<file path="src/rtl/mips_pipe_pkg.sv">
// mips_pipe_pkg: shared widths, reset constants and payload/state types for the MIPS pipeline registers
package mips_pipe_pkg;
  localparam int REG_ADDR_WIDTH = 5;
  localparam int WE_WIDTH = 1;
  localparam int DATA_WIDTH = 32;
  localparam int ALUOP_WIDTH = 8;
  localparam int PC_WIDTH = 32;
  localparam logic [DATA_WIDTH-1:0] ZERO_WORD = '0;
  localparam logic [PC_WIDTH-1:0] INITIAL_PC = 32'h0;
  typedef struct packed {
    logic [REG_ADDR_WIDTH-1:0] wd;
    logic [WE_WIDTH-1:0] wreg;
    logic [DATA_WIDTH-1:0] wdata;
    logic [ALUOP_WIDTH-1:0] aluop;
    logic [DATA_WIDTH-1:0] mem_addr;
    logic [DATA_WIDTH-1:0] reg2;
    logic [PC_WIDTH-1:0] pc;
  } ex_mem_payload_t;
  typedef enum logic [1:0] {
    SKID_EMPTY,
    SKID_ONE,
    SKID_FULL
  } skid_state_t;
endpackage

</file>
<file path="src/rtl/pipe_skid_buf.sv">
// pipe_skid_buf: generic 2-entry skid buffer with registered in_ready and synchronous flush
module pipe_skid_buf
  import mips_pipe_pkg::*;
#(
  parameter int W = 32
) (
  input  logic         clk,
  input  logic         rst,
  input  logic         flush,
  input  logic         in_valid,
  output logic         in_ready,
  input  logic [W-1:0] in_data,
  output logic         out_valid,
  input  logic         out_ready,
  output logic [W-1:0] out_data
);
  skid_state_t state_q, state_d;
  logic [W-1:0] out_q, out_d, skid_q, skid_d;
  logic ready_q;
  logic in_fire, out_fire;
  assign in_fire = in_valid & ready_q;
  assign out_fire = out_valid & out_ready;
  assign in_ready = ready_q;
  assign out_valid = state_q != SKID_EMPTY;
  assign out_data = out_q;
  always_comb begin
    state_d = state_q;
    out_d = out_q;
    skid_d = skid_q;
    case (state_q)
      SKID_EMPTY: begin
        if (in_fire) begin
          state_d = SKID_ONE;
          out_d = in_data;
        end
      end
      SKID_ONE: begin
        if (in_fire && !out_fire) begin
          state_d = SKID_FULL;
          skid_d = in_data;
        end else if (in_fire) begin
          out_d = in_data;
        end else if (out_fire) begin
          state_d = SKID_EMPTY;
        end
      end
      SKID_FULL: begin
        if (out_fire) begin
          state_d = SKID_ONE;
          out_d = skid_q;
        end
      end
      default: state_d = SKID_EMPTY;
    endcase
    if (flush) state_d = SKID_EMPTY;
  end
  // ready is recomputed from the next state so it leaves a flop, never a comb path
  always_ff @(posedge clk) begin
    if (rst) begin
      state_q <= SKID_EMPTY;
      out_q <= '0;
      skid_q <= '0;
      ready_q <= 1'b1;
    end else begin
      state_q <= state_d;
      out_q <= out_d;
      skid_q <= skid_d;
      ready_q <= state_d != SKID_FULL;
    end
  end
endmodule

</file>
<file path="src/rtl/ex_mem_skid_reg.sv">
// ex_mem_skid_reg: elastic EX->MEM pipeline register with flush, writeback gating and bubble counter
module ex_mem_skid_reg
  import mips_pipe_pkg::*;
#(
  parameter int REG_ADDR_W = REG_ADDR_WIDTH,
  parameter int WE_W = WE_WIDTH,
  parameter int DATA_W = DATA_WIDTH,
  parameter int ALUOP_W = ALUOP_WIDTH,
  parameter int PC_W = PC_WIDTH,
  parameter logic [PC_W-1:0] RESET_PC = PC_W'(INITIAL_PC),
  parameter int CNT_W = 16
) (
  input  logic                  clk,
  input  logic                  rst,
  input  logic                  flush,
  input  logic                  in_valid,
  output logic                  in_ready,
  input  logic [REG_ADDR_W-1:0] in_wd,
  input  logic [WE_W-1:0]       in_wreg,
  input  logic [DATA_W-1:0]     in_wdata,
  input  logic [ALUOP_W-1:0]    in_aluop,
  input  logic [DATA_W-1:0]     in_mem_addr,
  input  logic [DATA_W-1:0]     in_reg2,
  input  logic [PC_W-1:0]       in_pc,
  output logic                  out_valid,
  input  logic                  out_ready,
  output logic [REG_ADDR_W-1:0] out_wd,
  output logic [WE_W-1:0]       out_wreg,
  output logic [DATA_W-1:0]     out_wdata,
  output logic [ALUOP_W-1:0]    out_aluop,
  output logic [DATA_W-1:0]     out_mem_addr,
  output logic [DATA_W-1:0]     out_reg2,
  output logic [PC_W-1:0]       out_pc,
  output logic [CNT_W-1:0]      bubble_cnt
);
  typedef struct packed {
    logic [REG_ADDR_W-1:0] wd;
    logic [WE_W-1:0] wreg;
    logic [DATA_W-1:0] wdata;
    logic [ALUOP_W-1:0] aluop;
    logic [DATA_W-1:0] mem_addr;
    logic [DATA_W-1:0] reg2;
    logic [PC_W-1:0] pc;
  } payload_t;
  payload_t in_p, out_p;
  logic [CNT_W-1:0] bubble_q, bubble_d;
  assign in_p = '{wd: in_wd, wreg: in_wreg, wdata: in_wdata, aluop: in_aluop,
                  mem_addr: in_mem_addr, reg2: in_reg2, pc: in_pc};
  pipe_skid_buf #(.W($bits(payload_t))) u_skid (
    .clk(clk),
    .rst(rst),
    .flush(flush),
    .in_valid(in_valid),
    .in_ready(in_ready),
    .in_data(in_p),
    .out_valid(out_valid),
    .out_ready(out_ready),
    .out_data(out_p)
  );
  // an empty stage must never look like a regfile write to MEM/WB
  assign out_wd = out_valid ? out_p.wd : '0;
  assign out_wreg = out_valid ? out_p.wreg : '0;
  assign out_pc = out_valid ? out_p.pc : RESET_PC;
  assign out_wdata = out_p.wdata;
  assign out_aluop = out_p.aluop;
  assign out_mem_addr = out_p.mem_addr;
  assign out_reg2 = out_p.reg2;
  assign bubble_cnt = bubble_q;
  always_comb begin
    bubble_d = (out_ready && !out_valid && !(&bubble_q)) ? bubble_q + CNT_W'(1) : bubble_q;
  end
  always_ff @(posedge clk) begin
    if (rst) bubble_q <= '0;
    else bubble_q <= bubble_d;
  end
endmodule
</file>
<file path="config.mk">
export PLATFORM = sky130hd
export DESIGN_NAME = ex_mem_skid_reg
export DESIGN_NICKNAME = d
export VERILOG_FILES = /design/src/rtl/mips_pipe_pkg.sv /design/src/rtl/pipe_skid_buf.sv /design/src/rtl/ex_mem_skid_reg.sv
export SDC_FILE = /design/constraint.sdc
export NUM_CORES = 1
export LEC_CHECK = 0
export ABC_AREA = 1
export CAP_MARGIN = 20
export CORE_ASPECT_RATIO = 1.4
export CORE_UTILIZATION = 40
export DETAILED_ROUTE_END_ITERATION = 7
export GPL_ROUTABILITY_DRIVEN = 0
export PLACE_DENSITY_LB_ADDON = 0.1
export SLEW_MARGIN = 20
export SYNTH_ARGS = -nofsm -noshare
export SYNTH_HDL_FRONTEND = slang
export SYNTH_HIERARCHICAL = 1
export SYNTH_SLANG_ARGS = --single-unit
</file>
<file path="constraint.sdc">
create_clock -name clk -period 1.9 [get_ports clk]
set_clock_uncertainty 0.1 [all_clocks]
set_input_delay 0.38 -clock clk [delete_from_list [all_inputs] [get_ports clk]]
set_output_delay 0.38 -clock clk [all_outputs]
set_load 0.02 [all_outputs]
</file>
==> metrics.txt <==
Post-Synth Adder-Cell Area=0.0890%; post-synthesis compound-gate area fraction=5.44%; Top FF cell, synth=dfxtp_1; r2r worst-path depth=9; Final WS setup=-0.0860 ns; first-pass GRT wire length=66800 microns; DRT Wirelength=41900 microns; hold crit path type=input pin to flip-flop; Starting Density=40.9%; post-layout min period=1.99 ns; Final setup viols=28; element type at the critical path end=output port; Sink Count=303; setup tns final=-0.849 ns; count of warnings emitted by yosys=6; height of the die=224 microns; Synth Area in XOR/XNOR=0.187%; Min-Delay Path Depth=4; Hold Vio Cnt, Final=0; main combinational cell family by area after synthesis=simple AND/OR/NAND/NOR gates; GRT Overall Usage=22.9%; PwrDens=832 nW/um^2; die area=35900 sq um; antenna viol nets, final=0; total power=15800 uW; RSZ-0062 raised after global routing=yes; Psw=4120 uW; #FFs+latches synth=303; core footprint=34300 sq um; crit-path cells=nor2_4 -> inv_4 -> buf_6 -> buf_12 -> nand2_1 -> inv_1 -> buf_6; Post-Syn Area=14100 sq um; clock transition at the registers of the reported paths=0.06 ns; max-cap violations=0; sw frac=26.1%; sequential power share=43.6%; Avg Inst Size Synth=6.25 sq um; most frequent cell after synthesis=nand2_1; mux contribution to synthesized area=0%; Remaining Overflow, GRT=0; max-slew violations=0; Post-CTS Hold Buffers=0; post-synth cell types=27; max_slew headroom=61.4%; Die X=160 microns; share of the yosys chip area belonging to registers=43.2%; top post-synthesis cells by count=nand2_1 (649), nor2_1 (613), dfxtp_1 (303); post-DR vias/cell=4.76; crit start category=flip-flop; Arr. time, crit path=1.51 ns; Layout Nets=2658; WHS=0.380 ns; Max clock buf depth=3; vias in the first global route=13.0k; port bufs=306; P_leak=0.00953 uW; Worst path slowest cell=dfxtp_2; row count=80; initial antenna violation count=3; HPWL Detailed=27200 microns; post-DR wirelength/cell=14.0 microns; Max VDD drop=0.000764 V; outcome=finished with violations; leading post-synthesis cells by cell area=dfxtp_1 (43%), nand2_1 (17%), nor2_1 (16%), nand3_1 (5.6%), inv_1 (5.2%); fin util=55.2%; via count=14.2k; Initial DRC Count=924; post-synth top area cell=dfxtp_1; Synth Area in Simple Gates=41.0%; violated checks=negative setup slack; Yosys top cell area share=43.2%; critical path type=flip-flop to output port; Peak Freq=504 MHz; DRC=0; root buf cell=clkbuf_16; CP most frequent cell=buf_6; Synthesized Nets=2397; H-tree levels=2; Post-Place Worst Slack=-0.0625 ns; worst slew pin tran=0.578 ns; Syn Inst Count=2249; logic gate share of total power=14.4%; share of cells above drive strength 1=8.60%; Layout area overhead=34.8%; CTS tree=done; cts bufs inserted=34; Clock Latency Late Sink=0.52 ns; Max Fanout on Critical Path=5; Final period util=105%; number of synthesized flops with an enable pin=0; CP required=1.42 ns; Worst path max stage delay=0.33 ns; Internal Power=11600 uW; Async S/R FF share, synth=0%; I/O pin total=307; drt pass-1 iters=5; largest net degree at the start of global routing=93; clock network fraction of total power=42.0%
-- power by group through the flow --
stage | clock network [uW] | logic [uW] | registers [uW]
CTS | 6790 | 2260 | 6870
detailed placement | 0 | 2370 | 7010
global placement | 0 | 2340 | 7000
global route | 7030 | 2540 | 6910
floorplan | 0 | 1050 | 7190
finish | 6630 | 2270 | 6870
-- worst max-delay path, delay by kind of cell (launching register included) --
kind / cells / cell delay, ns
buffers and inverters: 5 / 0.49
and+or+nand+nor: 2 / 0.17
DFF: 1 / 0.33
-- layout make-up --
cell class,instances,area [sq um]
clock buffers,54,1070
flip-flops and latches,303,6070
diodes,3,7.51
well taps,451,564
inverters,202,773
clock inverters,6,55.1
multi-input cells,1601,6680
fillers,3437,15400
repair buffers,368,3730
-- sequential cells by signal (all words and copies together) (netlist names) --
signal	cells
u_skid/in_ready	1
bubble_cnt	16
u_skid/skid_q	142
u_skid/state_q	2
u_skid/out_data	142
-- per-layer routing --
| layer | share of wire (%) | global-route usage [%] | vias to the layer above |
|---|---|---|---|
| met5 | 0 | 0 | - |
| met4 | 3.3 | 9.52 | 0 |
| met3 | 5.7 | 4.43 | 70 |
| met2 | 50 | 40.2 | 381 |
| met1 | 41 | 27.1 | 6435 |
| li1 | - | - | 7331 |
-- per-stage QoR --
stage               area (sq um)  std cells
finish                     18900       2988
CTS                        18700       2983
floorplan                  14100       2249
detailed placement         17800       2920
global route               18900       2988
global placement           17800       2920
-- kinds of logic after synthesis --
kind of cell	Yosys count
flip-flops	303
AND/OR/NAND/NOR	1445
XOR/XNOR	3
buffers and inverters	345
adder cells (fa/ha/maj)	1
AO/OA/AOI/OAI	152
-- path summary, 6_finish.rpt --
path                                       endpoint               from  slack [ns]
worst max-delay path                     out_pc[13]  u_skid/state_q[0]       -0.09
worst min-delay path              u_skid/state_q[0]              flush        0.38
worst max register to register  u_skid/out_data[47]  u_skid/state_q[1]        0.16
worst min register to register    u_skid/skid_q[81]  u_skid/skid_q[81]        0.38
-- repair_timing --
item                       4_1_cts  5_1_grt
buffers inserted                 2        2
pin swaps                        0        1
gates resized for setup        336       70
cloned                           1        0
setup endpoints to repair      160      102
-- placed cells by master, fill, tap and decap left out, drive strengths merged --
| master | instances |
|---|---|
| nand2 | 660 |
| nor2 | 622 |
| dfxtp | 303 |
| inv | 202 |
| nand3 | 157 |
| clkdlybuf4s50 | 146 |
| o21ai | 144 |
| dlygate4sd2 | 121 |
| buf | 101 |
| clkbuf | 54 |
| a21oi | 8 |
| clkinv | 5 |
| nand4 | 4 |
| diode | 3 |
| xnor2 | 2 |
| nor3 | 1 |
| nand3b | 1 |
| xor2 | 1 |
| ha | 1 |
| bufinv | 1 |
No activity file was read; power rests on OpenSTA's default activity.
